==> config.mk <==
export PLATFORM = sky130hd
export DESIGN_NAME = digit_shift_reg_flat
export DESIGN_NICKNAME = d
export VERILOG_FILES = /design/src/rtl/digit_shift_reg_pkg.sv /design/src/rtl/digit_shift_reg_if.sv /design/src/rtl/digit_shift_reg_cell.sv /design/src/rtl/digit_shift_reg.sv /design/src/flat_wrapper.sv
export SDC_FILE = /design/constraint.sdc
export NUM_CORES = 1
export LEC_CHECK = 0
export ABC_AREA = 1
export BUFFER_PORTS_ARGS = -buffer_cell sky130_fd_sc_hd__buf_2
export CORE_MARGIN = 3
export CORE_UTILIZATION = 47
export CTS_BUF_LIST = sky130_fd_sc_hd__clkbuf_16
export CTS_CLUSTER_SIZE = 12
export DETAILED_ROUTE_END_ITERATION = 8
export MAX_ROUTING_LAYER = met4
export PLACE_DENSITY = 0.77
export SKIP_CTS_REPAIR_TIMING = 1
export SLEW_MARGIN = 20
export SYNTH_ARGS = -nofsm -noshare
export SYNTH_HDL_FRONTEND = slang
export SYNTH_SLANG_ARGS = --single-unit
==> constraint.sdc <==
create_clock -name clk -period 1.6 [get_ports clk]
set_clock_uncertainty 0.2 [all_clocks]
set_input_delay 0.08 -clock clk [delete_from_list [all_inputs] [get_ports clk]]
set_output_delay 0.08 -clock clk [all_outputs]
set_load 0.02 [all_outputs]
==> src/rtl/digit_shift_reg_pkg.sv <==
// rtl/digit_shift_reg_pkg.sv - shared operation type and default sizes for the digit register
package digit_reg_pkg;

   localparam int DEF_WIDTH = 4;
   localparam int DEF_DEPTH = 4;

   typedef enum logic [1:0] {
      OP_HOLD = 2'd0,
      OP_PUSH = 2'd1,
      OP_DEL  = 2'd2,
      OP_CLR  = 2'd3
   } op_t;

endpackage

==> src/rtl/digit_shift_reg_if.sv <==
// rtl/digit_shift_reg_if.sv - strobe/digit bus between a keypad source and the digit register
interface digit_shift_reg_if
   import digit_reg_pkg::*;
#(
   parameter int WIDTH = DEF_WIDTH,
   parameter int DEPTH = DEF_DEPTH
);

   localparam int CW = $clog2(DEPTH + 1);

   logic                     en;
   logic [WIDTH-1:0]         din;
   logic                     del;
   logic                     clr;
   logic [DEPTH*WIDTH-1:0]   q;
   logic [CW-1:0]            count;
   logic                     empty;
   logic                     full;
   logic                     ovf;

   modport master (
      output en, din, del, clr,
      input  q, count, empty, full, ovf
   );

   modport slave (
      input  en, din, del, clr,
      output q, count, empty, full, ovf
   );

endinterface

==> src/rtl/digit_shift_reg_cell.sv <==
// rtl/digit_shift_reg_cell.sv - one digit slot: WIDTH-bit register with load enable
module digit_reg_cell #(
   parameter int WIDTH = 4
) (
   input  logic             clk_i,
   input  logic             rst_ni,
   input  logic             load_i,
   input  logic [WIDTH-1:0] d_i,
   output logic [WIDTH-1:0] q_o
);

   logic [WIDTH-1:0] data_q;

   always_ff @(posedge clk_i or negedge rst_ni) begin
      if (!rst_ni) begin
         data_q <= '0;
      end else if (load_i) begin
         data_q <= d_i;
      end
   end

   assign q_o = data_q;

endmodule

==> src/rtl/digit_shift_reg.sv <==
// rtl/digit_shift_reg.sv - keypad digit entry register with push, backspace and clear
// Slot 0 holds the newest digit; all slots load together on any state-changing operation.
module digit_shift_reg
   import digit_reg_pkg::*;
#(
   parameter int WIDTH     = DEF_WIDTH,
   parameter int DEPTH     = DEF_DEPTH,
   parameter int OVERWRITE = 1
) (
   input  logic              clk,
   input  logic              rst_n,
   digit_shift_reg_if.slave  bus
);

   localparam int CW = $clog2(DEPTH + 1);

   op_t              op;
   logic             load;
   logic [WIDTH-1:0] slot_q [DEPTH];
   logic [WIDTH-1:0] slot_d [DEPTH];
   logic [CW-1:0]    count_q;
   logic [CW-1:0]    count_d;
   logic             ovf_q;
   logic             ovf_d;
   logic             full;

   assign full = (count_q == CW'(DEPTH));

   always_comb begin
      op = OP_HOLD;
      if (bus.clr) begin
         op = OP_CLR;
      end else if (bus.del) begin
         op = OP_DEL;
      end else if (bus.en) begin
         op = OP_PUSH;
      end
   end

   always_comb begin
      load    = 1'b0;
      count_d = count_q;
      ovf_d   = 1'b0;
      for (int i = 0; i < DEPTH; i++) begin
         slot_d[i] = slot_q[i];
      end
      case (op)
         OP_CLR: begin
            load    = 1'b1;
            count_d = '0;
            for (int i = 0; i < DEPTH; i++) begin
               slot_d[i] = '0;
            end
         end
         OP_DEL: begin
            if (count_q != '0) begin
               load    = 1'b1;
               count_d = count_q - CW'(1);
               for (int i = 0; i < DEPTH - 1; i++) begin
                  slot_d[i] = slot_q[i+1];
               end
               slot_d[DEPTH-1] = '0;
            end
         end
         OP_PUSH: begin
            ovf_d = full;
            // A full push without overwrite leaves the digits untouched.
            if (!full || (OVERWRITE != 0)) begin
               load      = 1'b1;
               slot_d[0] = bus.din;
               for (int i = 1; i < DEPTH; i++) begin
                  slot_d[i] = slot_q[i-1];
               end
               if (!full) begin
                  count_d = count_q + CW'(1);
               end
            end
         end
         default: begin
         end
      endcase
   end

   for (genvar g = 0; g < DEPTH; g++) begin : g_slot
      digit_reg_cell #(
         .WIDTH (WIDTH)
      ) u_cell (
         .clk_i  (clk),
         .rst_ni (rst_n),
         .load_i (load),
         .d_i    (slot_d[g]),
         .q_o    (slot_q[g])
      );
      assign bus.q[g*WIDTH +: WIDTH] = slot_q[g];
   end

   always_ff @(posedge clk or negedge rst_n) begin
      if (!rst_n) begin
         count_q <= '0;
         ovf_q   <= 1'b0;
      end else begin
         count_q <= count_d;
         ovf_q   <= ovf_d;
      end
   end

   assign bus.count = count_q;
   assign bus.empty = (count_q == '0);
   assign bus.full  = full;
   assign bus.ovf   = ovf_q;

endmodule

==> src/flat_wrapper.sv <==
// flat-port wrapper written by rule: the top's interface ports become plain ports
module digit_shift_reg_flat import digit_reg_pkg::*;
#(
   parameter int WIDTH     = DEF_WIDTH,
   parameter int DEPTH     = DEF_DEPTH,
   parameter int OVERWRITE = 1
)
  (clk, rst_n, bus_en, bus_din, bus_del, bus_clr, bus_q, bus_count, bus_empty, bus_full, bus_ovf);
  digit_shift_reg_if #(.WIDTH(WIDTH), .DEPTH(DEPTH)) bus_i ();
  input  logic clk;
  input  logic rst_n;
  input wire logic [$bits(bus_i.en)-1:0] bus_en;
  input wire logic [$bits(bus_i.din)-1:0] bus_din;
  input wire logic [$bits(bus_i.del)-1:0] bus_del;
  input wire logic [$bits(bus_i.clr)-1:0] bus_clr;
  output wire logic [$bits(bus_i.q)-1:0] bus_q;
  output wire logic [$bits(bus_i.count)-1:0] bus_count;
  output wire logic [$bits(bus_i.empty)-1:0] bus_empty;
  output wire logic [$bits(bus_i.full)-1:0] bus_full;
  output wire logic [$bits(bus_i.ovf)-1:0] bus_ovf;
  assign bus_i.en = bus_en;
  assign bus_i.din = bus_din;
  assign bus_i.del = bus_del;
  assign bus_i.clr = bus_clr;
  assign bus_q = bus_i.q;
  assign bus_count = bus_i.count;
  assign bus_empty = bus_i.empty;
  assign bus_full = bus_i.full;
  assign bus_ovf = bus_i.ovf;
  digit_shift_reg #(.WIDTH(WIDTH), .DEPTH(DEPTH), .OVERWRITE(OVERWRITE)) u_core (.clk(clk), .rst_n(rst_n), .bus(bus_i));
endmodule
==> results of run 1 <==
==> state kept, by name (all words and copies together) (netlist names) <==
signal and cells:
u_core.bus.ovf 1, u_core.g_slot.u_cell.q_o 16, u_core.bus.count 3
==> cell families after synthesis <==
family / after synthesis
buf+inv: 19
compound gates: 19
fa+ha+maj: 4
simple gates: 93
flops: 20
==> stage by stage <==
stage                     hold WS, ns  total power (W)  setup TNS (ns)
after floorplan                -0.416         0.000998               0
after global placement         -0.150          0.00118               0
after detailed placement       -0.149          0.00120          -0.148
after CTS                      -0.415          0.00172               0
after global routing          0.00999          0.00180               0
final                         -0.0306          0.00171               0
==> routing by layer <==
layer	up-vias	GRT usage	share of wire
met5	-	-	0
met4	0	0.0644	0.011
met3	4	0.0276	0.048
met2	31	0.345	0.52
met1	535	0.186	0.42
li1	554	-	-
==> cells in the mapped netlist <==
cell	count	area [um^2]
nand2_1	78	293
buf_6	2	22.5
inv_2	1	3.75
nor2_4	1	11.3
nand3_2	1	10.0
dfrtp_1	20	500
a21oi_1	1	5.00
nor2_1	5	18.8
fa_1	1	20.0
buf_2	3	15.0
buf_8	1	15.0
ha_1	3	37.5
inv_1	11	41.3
buf_4	1	7.51
nand3_4	1	17.5
or2_2	1	6.26
o21ai_2	16	140
nand2_2	2	12.5
o21ai_0	2	10.0
nand3_1	4	20.0
==> worst reg2reg max path: cells and delay by family, from the launching register on <==
family / cells / cell delay, ns
fa+ha+maj: 1 / 0.57
simple gates: 1 / 0.06
flops: 1 / 0.45
compound gates: 1 / 0.21
==> layout make-up <==
cell class	instances	area [um^2]
tap	28	35.0
sequential	20	502
clock inverter	1	3.75
multi-input combinational	116	604
fill	196	766
clock buffer	3	75.1
inverter	12	45.0
timing repair buffer	42	288
==> final timing paths <==
| check | to | startpoint |
|---|---|---|
| worst max-delay path | u_core.bus.count[1] | u_core.bus.count[0] |
| worst min-delay path | u_core.g_slot[0].u_cell.q_o[0] | bus_din[0] |
| worst max register to register | u_core.bus.count[1] | u_core.bus.count[0] |
| worst min register to register | u_core.g_slot[3].u_cell.q_o[3] | u_core.g_slot[3].u_cell.q_o[3] |
| max in group asynchronous | u_core.bus.count[0] | rst_n |
| min in group asynchronous | u_core.g_slot[3].u_cell.q_o[1] | rst_n |
==> report_power, final <==
group | internal [W] | switching, W | total [W]
Clock | 0.000333 | 0.000177 | 0.000510
Sequential | 0.000547 | 0.0000646 | 0.000612
Combinational | 0.000228 | 0.000363 | 0.000591
Total | 0.00111 | 0.000605 | 0.00171
==> metrics.md, run 1 <==
| Metric | Value |
|---|---|
| Status | `complete, but fails checks` |
| Failing checks | `hold timing` |
| Critical path buffers and inverters | `0` |
| Slew @ Worst Pin | `0.454 ns` |
| Ratio of cells with drive above 1 in the final layout | `0.340` |
| CTS tree | `done` |
| Placed cells | `about 210` |
| Kind of critical path | `flip-flop to flip-flop` |
| Final wirelength | `approximately 2700 um` |
| Die ar. | `3210 um^2` |
| FF-to-FF setup slack | `~0.015 ns` |
| PwrDens | `1100 nW/um^2` |
| Syn Nets | `168` |
| Root Buffer | `clkbuf_16` |
| Critical path startpoint category | `flip-flop` |
| Site Rows | `17` |
| Max Slew Vio Count | `0` |
| HPWL Detailed | `1960 um` |
| CP cell instances | `fa_2, nand2_1, o21ai_0` |
| Cells after Synth | `155` |
| Ys Warns | `0` |
| Final critical-path required period | `roughly 1.6 ns` |
| Port bufs | `30` |
| # IOs | `31` |
| Worst Path Arrival | `between 1.5 and 2 ns` |
| Routability Congestion | `0.812` |
| Leakage | `0.863 nW` |
| Post-Place Worst Slack | `-0.0988 ns` |
| Vias | `1,124` |
| CTS buffer count | `3` |
| WP data required | `1.55 ns` |
| Most common cell after layout, fill and taps aside | `nand2_1` |
| CTS Sinks | `20` |
| Global-route wire length before repair | `4620 um` |
| Chip width | `approximately 57 um` |
| Compound-Gate Fraction of Synth Area | `0.128` |
| Crit path max fanout | `5` |
| Largest net degree at the start of global routing | `21` |
| Post-synthesis adder-cell area fraction | `0.0477` |
| Avg Vias per Cell | `between 5 and 6` |
| CORE AREA | `2320 um^2` |
| Post-synthesis simple-gate area fraction | `0.322` |
| Seq/Total Area, Yosys | `0.415` |
| CP peak stage delay | `0.57 ns` |
| Clock Latency Late Sink | `between 0.2 and 0.3 ns` |
| Crit end category | `flip-flop` |
| Worst hold stages | `5` |
| Max VDD drop | `just under 0.9 mV` |
| FF+latch count, synth | `20` |
| Most frequent cells in the layout | `nand2_1 (78), buf_2 (30), dfrtp_1 (19)` |
| Largest family of logic cells by synthesized area | `simple AND/OR/NAND/NOR gates` |
| Area delta synth->final | `28.6%` |
| Clk slew on worst S/H paths | `0.05 ns` |
| Peak Freq | `631 MHz` |
| Placed cell areas | `1430 um^2` |
| Finished Cell Area | `~1600 um^2` |
| Detailed Routing Iterations Pass 1 | `4` |
| GR Overflow Total | `0` |
| R2R cell count | `3` |
| Slew margin rel. | `0.697` |
| Die Ht | `56.7 um` |
| Total Nets Final | `approximately 210` |
| Hold Slack | `-0.0306 ns` |
| Proportion of synthesized area in mux cells | `0` |
| Hold Vio Cnt, Final | `1` |
| Htree depth | `1` |
| Non-Filler Instances | `222` |
| Clock buffer depth | `2` |
| DR iter-0 viols | `28` |
| Synth unique cells | `20` |
| RSZ-0062 raised after global routing | `no` |
| Fin crit share | `0.991` |
| Total stage count of the critical path | `3` |
| Starting Density | `0.521` |
| N_diodes | `0` |
| Kind of cell adding the most delay to the critical path | `adder cells` |
| Post-route antenna net violation count | `0` |
| Count of final setup violators | `0` |
| Worst setup margin | `0.0148 ns` |
| CP max-delay cell | `fa_2` |
| Routed len/inst | `12.2 um` |
| Vias in the first global route | `1,130` |
| Mapped cell area | `1210 um^2` |
| Syn_area_per_cell | `approximately 7.8 um^2` |
| DRC errors left | `0` |
| Max cap viols | `0` |
| Initial antenna violation count | `0` |
| Gr usage total | `0.182` |
| Xor/xnor share of the synthesized area | `0` |
| Final core utilization | `0.670` |
| HP Class | `input port to flip-flop` |
No activity file was read; power rests on OpenSTA's default activity.
==> run 2: changes to the inputs <==
--- a/config.mk
+++ b/config.mk
@@ -13,7 +13,7 @@
 export CTS_CLUSTER_SIZE = 12
 export DETAILED_ROUTE_END_ITERATION = 8
 export MAX_ROUTING_LAYER = met4
-export PLACE_DENSITY = 0.77
+export PLACE_DENSITY_LB_ADDON = 0.3
 export SKIP_CTS_REPAIR_TIMING = 1
 export SLEW_MARGIN = 20
 export SYNTH_ARGS = -nofsm -noshare
==> constraint.sdc (replaced) <==
create_clock -name clk -period 1.6 [get_ports clk]
set_clock_uncertainty 0.2 [all_clocks]
set_input_delay 0.08 -clock clk [delete_from_list [all_inputs] [get_ports clk]]
set_output_delay 0.08 -clock clk [all_outputs]
set_load 0.1 [all_outputs]
==> run 2 against run 1 <==
  * Non-clock buffer count down 2
  * Setup slack improved by 0.037 ns
  * Final cell count is 0.90% lower
  * Die area unchanged
  * The run still ends with hold timing left
  * Worst hold slack improved by 0.0045 ns
  * Fmax rose by 2.4%
  * Highest routed layer unchanged
  * Clock power is 2% higher
  * Via count is essentially flat
==> metrics.md, run 2 (synthesis gave the netlist of run 1 again) <==
| Metric | Value |
|---|---|
| Worst Path Arrival | `1.27 ns (was 1.54 ns)` |
| Vias in the first global route | `1,138 (was 1,130)` |
| Initial antenna violation count | `0 (unchanged)` |
| Switching share of total power | `0.471 (was 0.353)` |
| Kind of critical path | `flip-flop to output port (was flip-flop to flip-flop)` |
| Met1 usage | `0.236 (was 0.186)` |
| Detailed Routing Iterations Pass 1 | `6 (was 4)` |
| RSZ-0062 raised after global routing | `yes (was no)` |
| Post-route antenna net violation count | `0 (unchanged)` |
| Max VDD drop | `1.90 mV (was 0.887 mV)` |
| Slew @ Worst Pin | `0.491 ns (was 0.454 ns)` |
| # IOs | `31 (unchanged)` |
| Clk slew on worst S/H paths | `0.06 ns (was 0.05 ns)` |
| Slew margin rel. | `0.675 (was 0.697)` |
| Site Rows | `17 (unchanged)` |
| DR iter-0 viols | `44 (was 28)` |
| Non-Filler Instances | `220 (was 222)` |
| Routed len/inst | `12.9 um (was 12.2 um)` |
| Leakage | `0.855 nW (was 0.863 nW)` |
| Total Nets Final | `206 (was 208)` |
| Count of final setup violators | `0 (unchanged)` |
| Area delta synth->final | `31.5% (was 28.6%)` |
| GR peak layer | `met2 (unchanged)` |
| Clock Latency Late Sink | `0.25 ns (about the same)` |
| Max Slew Vio Count | `0 (unchanged)` |
| Failing checks | `hold timing (unchanged)` |
| Max cap viols | `0 (unchanged)` |
| Starting Density | `0.521 (unchanged)` |
| GR met3 Demand/Resource | `0.0414 (was 0.0276)` |
| Fill cells | `190 (was 196)` |
| Ratio of cells with drive above 1 in the final layout | `0.375 (was 0.340)` |
| WP data required | `1.32 ns (was 1.55 ns)` |
| CORE AREA | `2320 um^2 (unchanged)` |
| Status | `complete, but fails checks (unchanged)` |
| Clock network fraction of design power | `0.228 (was 0.298)` |
| Hold Slack | `-0.0261 ns (was -0.0306 ns)` |
| Largest net degree at the start of global routing | `21 (unchanged)` |
| Htree depth | `1 (unchanged)` |
| Most frequent cells in the layout | `nand2_1 (78), buf_2 (28), dfrtp_1 (17) (was nand2_1 (78), buf_2 (30), dfrtp_1 (19))` |
| Chip width | `56.7 um (unchanged)` |
| CTS tree | `done (unchanged)` |
| PwrDens | `1450 nW/um^2 (was 1100 nW/um^2)` |
| Crit path max fanout | `5 (unchanged)` |
| Final critical-path required period | `1.55 ns (was 1.59 ns)` |
| Fin crit share | `0.968 (was 0.991)` |
| Die ar. | `3210 um^2 (unchanged)` |
| Power Total | `0.00230 W (was 0.00171 W)` |
| Largest register FFs | `16 (unchanged)` |
| Switching power | `0.00108 W (was 0.000605 W)` |
| Hold Vio Cnt, Final | `1 (unchanged)` |
| Worst setup margin | `0.0519 ns (was 0.0148 ns)` |
| CTS buffer count | `3 (unchanged)` |
| Clock buffer depth | `2 (unchanged)` |
| Peak Freq | `646 MHz (was 631 MHz)` |
| HPWL Detailed | `1990 um (was 1960 um)` |
| Placed cell areas | `1470 um^2 (was 1430 um^2)` |
| Most common cell after layout, fill and taps aside | `nand2_1 (unchanged)` |
| Routability Congestion | `0.745 (was 0.812)` |
| Root Buffer | `clkbuf_16 (unchanged)` |
| Final wirelength | `2840 um (was 2720 um)` |
| CTS Sinks | `20 (unchanged)` |
| Met2 usage in global routing | `0.330 (was 0.345)` |
| HP Class | `input port to flip-flop (unchanged)` |
| Placed cells | `212 (was 214)` |
| N_diodes | `0 (unchanged)` |
| Avg Vias per Cell | `5.11 (was 5.06)` |
| Seq pwr share | `0.277 (was 0.357)` |
| Port bufs | `30 (unchanged)` |
| Crit end category | `output port (was flip-flop)` |
| Critical path startpoint category | `flip-flop (unchanged)` |
| DRC errors left | `0 (unchanged)` |
| Combinational fraction of design power | `0.495 (was 0.345)` |
| Post-Place Worst Slack | `-0.141 ns (was -0.0988 ns)` |
| Die Ht | `56.7 um (unchanged)` |
| Gr usage total | `0.199 (was 0.182)` |
| Finished Cell Area | `1590 um^2 (was 1550 um^2)` |
| GR Overflow Total | `0 (unchanged)` |
| Int Pwr | `0.00122 W (was 0.00111 W)` |
| Vias | `1,125 (was 1,124)` |
| Global-route wire length before repair | `4990 um (was 4620 um)` |
run 2: cell types whose count changed in the layout (fill, tap and decap cells not counted), sizes merged:
cell | previous run | this run
buf | 38 | 36
run 2: area by class of cell:
type | count | area [um^2] | share of cell area
clock buffer | 3 | 75.1 | 0.0473
clock inverter | 1 | 3.75 | 0.00236
sequential | 20 | 512 | 0.322
multi-input combinational | 116 | 627 | 0.395
inverter | 12 | 45.0 | 0.0284
tap | 28 | 35.0 | 0.0221
timing repair buffer | 40 | 290 | 0.183
run 2: metal layers:
metal,up-vias,part of all wire
li1,551,-
met4,0,0.025
met2,42,0.49
met3,9,0.053
met5,-,0
met1,523,0.43
run 2: worst max-delay path, cell delays in order (launching register included):
cell and delay [ns]:
dfrtp_4 0.51, nor2_4 0.15, inv_2 0.08, nor2_4 0.10
buf_12 0.18
run 2: path summary, 6_finish.rpt:
kind | startpoint | to | slack [ns] | depth (start not counted)
worst min register to register | u_core.g_slot[3].u_cell.q_o[2] | u_core.g_slot[3].u_cell.q_o[2] | 0.30 | 2
worst max-delay path | u_core.bus.count[0] | bus_full | 0.05 | 4
worst max register to register | u_core.bus.count[1] | u_core.bus.count[1] | 0.07 | 3
worst min-delay path | bus_din[0] | u_core.g_slot[0].u_cell.q_o[0] | -0.03 | 5
max in group asynchronous | rst_n | u_core.bus.count[1] | 0.74 | 2
min in group asynchronous | rst_n | u_core.bus.count[0] | 0.11 | 2
run 2: power groups by stage:
stage	clock network (W)	registers (W)	logic, W
after global routing	0.000550	0.000645	0.00120
after global placement	0	0.000642	0.00111
final	0.000522	0.000636	0.00114
after floorplan	0	0.000925	0.000571
after CTS	0.000529	0.000639	0.00113
after detailed placement	0	0.000647	0.00113
run 2: stage by stage:
| stage | util | TNS, ns |
|---|---|---|
| final | 0.685 | 0 |
| after global routing | 0.685 | -0.0192 |
| after CTS | 0.666 | 0 |
| after detailed placement | 0.632 | -0.273 |
| after global placement | 0.632 | -0.0393 |
| after floorplan | - | -0.103 |
==> run 3: changes to the inputs <==
--- a/config.mk
+++ b/config.mk
@@ -7,8 +7,10 @@
 export LEC_CHECK = 0
 export ABC_AREA = 1
 export BUFFER_PORTS_ARGS = -buffer_cell sky130_fd_sc_hd__buf_2
+export CELL_PAD_IN_SITES_DETAIL_PLACEMENT = 1
+export CELL_PAD_IN_SITES_GLOBAL_PLACEMENT = 1
 export CORE_MARGIN = 3
-export CORE_UTILIZATION = 47
+export CORE_UTILIZATION = 34
 export CTS_BUF_LIST = sky130_fd_sc_hd__clkbuf_16
 export CTS_CLUSTER_SIZE = 12
 export DETAILED_ROUTE_END_ITERATION = 8
==> constraint.sdc (replaced) <==
create_clock -name clk -period 1.6 [get_ports clk]
set_clock_uncertainty 0.2 [all_clocks]
set_input_delay 0.08 -clock clk [delete_from_list [all_inputs] [get_ports clk]]
set_output_delay 0.08 -clock clk [all_outputs]
set_load 0.01 [all_outputs]
==> run 3 against run 2 <==
  * The run still ends with hold timing left
  * Largest power group is now sequential cells
  * Largest cell class unchanged
  * Global-route usage is 4.7 points lower
  * Sequential power is 3% lower
  * Sequential share of layout area up 0.91 points
  * Worst hold slack lost 0.0043 ns
  * Combinational power is 56% lower
  * Utilization decreased by 24 points
  * Critical path depth shrank 1
  * Highest routed layer is now met3
  * Total power shrank 30%
==> metrics.md, run 3 (synthesis gave the netlist of run 1 again) <==
| Metric | Value |
|---|---|
| HP Class | `input port to flip-flop (unchanged)` |
| Port bufs | `30 (unchanged)` |
| PwrDens | `1070 nW/um^2 (was 1450 nW/um^2)` |
| Status | `complete, but fails checks (unchanged)` |
| Critical path startpoint category | `flip-flop (unchanged)` |
| Hold Slack | `-0.0305 ns (was -0.0261 ns)` |
| Largest register FFs | `16 (unchanged)` |
| Die Ht | `65.6 um (was 56.7 um)` |
| Max Slew Vio Count | `0 (unchanged)` |
| Leakage | `0.835 nW (was 0.855 nW)` |
| DR iter-0 viols | `40 (was 44)` |
| # IOs | `31 (unchanged)` |
| Area delta synth->final | `25.4% (was 31.5%)` |
| Slew margin rel. | `0.696 (was 0.675)` |
| RSZ-0062 raised after global routing | `no (was yes)` |
| CORE AREA | `3390 um^2 (was 2320 um^2)` |
| GR Overflow Total | `0 (unchanged)` |
| Total Nets Final | `203 (was 206)` |
| Htree depth | `1 (unchanged)` |
| CTS buffer count | `3 (unchanged)` |
| Global-route wire length before repair | `5040 um (was 4990 um)` |
| Power Total | `0.00161 W (was 0.00230 W)` |
| N_diodes | `0 (unchanged)` |
| Final critical-path required period | `1.53 ns (was 1.55 ns)` |
| Worst Path Arrival | `1.50 ns (was 1.27 ns)` |
| Max VDD drop | `0.522 mV (was 1.90 mV)` |
| Initial antenna violation count | `0 (unchanged)` |
| Crit path max fanout | `5 (unchanged)` |
| WP data required | `1.57 ns (was 1.32 ns)` |
| Failing checks | `hold timing (unchanged)` |
| Avg Vias per Cell | `4.73 (was 5.11)` |
| DRC errors left | `0 (unchanged)` |
| Slew @ Worst Pin | `0.456 ns (was 0.491 ns)` |
| Post-route antenna net violation count | `0 (unchanged)` |
| Count of final setup violators | `0 (unchanged)` |
| Crit end category | `flip-flop (was output port)` |
| Starting Density | `0.356 (was 0.521)` |
| Final wirelength | `2920 um (was 2840 um)` |
| Max cap viols | `0 (unchanged)` |
| Most frequent cells in the layout | `nand2_1 (78), buf_2 (30), dfrtp_1 (19) (was nand2_1 (78), buf_2 (28), dfrtp_1 (17))` |
| Fin crit share | `0.958 (was 0.968)` |
| CTS Sinks | `20 (unchanged)` |
| Site Rows | `21 (was 17)` |
| Gr usage total | `0.153 (was 0.199)` |
| Largest net degree at the start of global routing | `26 (was 21)` |
| Routed len/inst | `12.5 um (was 12.9 um)` |
| Placed cells | `230 (was 212)` |
| Die ar. | `4300 um^2 (was 3210 um^2)` |
| Detailed Routing Iterations Pass 1 | `3 (was 6)` |
| Routability Congestion | `0.771 (was 0.745)` |
| Non-Filler Instances | `234 (was 220)` |
| Chip width | `65.6 um (was 56.7 um)` |
| Vias | `1,106 (was 1,125)` |
| HPWL Detailed | `2160 um (was 1990 um)` |
| Vias in the first global route | `1,107 (was 1,138)` |
| Root Buffer | `clkbuf_16 (unchanged)` |
| Most common cell after layout, fill and taps aside | `nand2_1 (unchanged)` |
| Peak Freq | `652 MHz (was 646 MHz)` |
| CTS tree | `done (unchanged)` |
| Clock Latency Late Sink | `0.25 ns (about the same)` |
| Clock buffer depth | `2 (unchanged)` |
| Clk slew on worst S/H paths | `0.05 ns (was 0.06 ns)` |
| Final core utilization | `0.447 (was 0.685)` |
| Kind of critical path | `flip-flop to flip-flop (was flip-flop to output port)` |
| Ratio of cells with drive above 1 in the final layout | `0.340 (was 0.375)` |
| Hold Vio Cnt, Final | `4 (was 1)` |
## run 3: cell types whose count changed in the layout (fill, tap and decap cells not counted), sizes merged
cell and change:
dlygate4sd3 -3, clkinv -1
## run 3: area by class of cell
class	count	area, um^2
multi-input combinational	116	604
sequential	20	502
clock buffer	3	75.1
inverter	12	45.0
fill	449	1880
tap	46	57.6
timing repair buffer	37	230
## run 3: report_power, final
part / internal, W / switching (W) / leakage [nW]
logic: 0.000191 / 0.000308 / 0.523
registers: 0.000547 / 0.0000710 / 0.274
clock network: 0.000329 / 0.000168 / 0.0370
## run 3: worst max-delay path, cell delays in order, from the launching register on
cell and delay (ns):
dfrtp_2 0.46, fa_2 0.58, nand2_1 0.05, o21ai_0 0.16
## run 3: per-stage QoR
| stage | setup TNS (ns) | setup WS (ns) | instance area, um^2 |
|---|---|---|---|
| global route | 0 | 0.0157 | 1510 |
| finish | 0 | 0.0670 | 1510 |
| floorplan | 0 | 0.0394 | 1210 |
| global placement | 0 | 0.00280 | 1430 |
| CTS | 0 | 0.0197 | 1500 |
| detailed placement | -0.0843 | -0.0681 | 1430 |
## run 3: final timing paths
check                                          startpoint                        endpoint  cells after the start  slack [ns]
min in group asynchronous                           rst_n  u_core.g_slot[2].u_cell.q_o[3]                      2        0.11
max in group asynchronous                           rst_n             u_core.bus.count[0]                      2        0.75
max reg2reg                           u_core.bus.count[0]             u_core.bus.count[1]                      3        0.07
min                                            bus_din[2]  u_core.g_slot[0].u_cell.q_o[2]                      5       -0.03
max                                   u_core.bus.count[0]             u_core.bus.count[1]                      3        0.07
min reg2reg                u_core.g_slot[0].u_cell.q_o[0]  u_core.g_slot[0].u_cell.q_o[0]                      2        0.30
## run 3: metal layers
| metal | vias to the layer above | GRT usage | part of all wire |
|---|---|---|---|
| met1 | 545 | 0.180 | 0.44 |
| met2 | 17 | 0.274 | 0.53 |
| met5 | - | - | 0 |
| met3 | 0 | 0.0359 | 0.032 |
| li1 | 544 | - | - |
| met4 | 0 | 0.0155 | 0 |
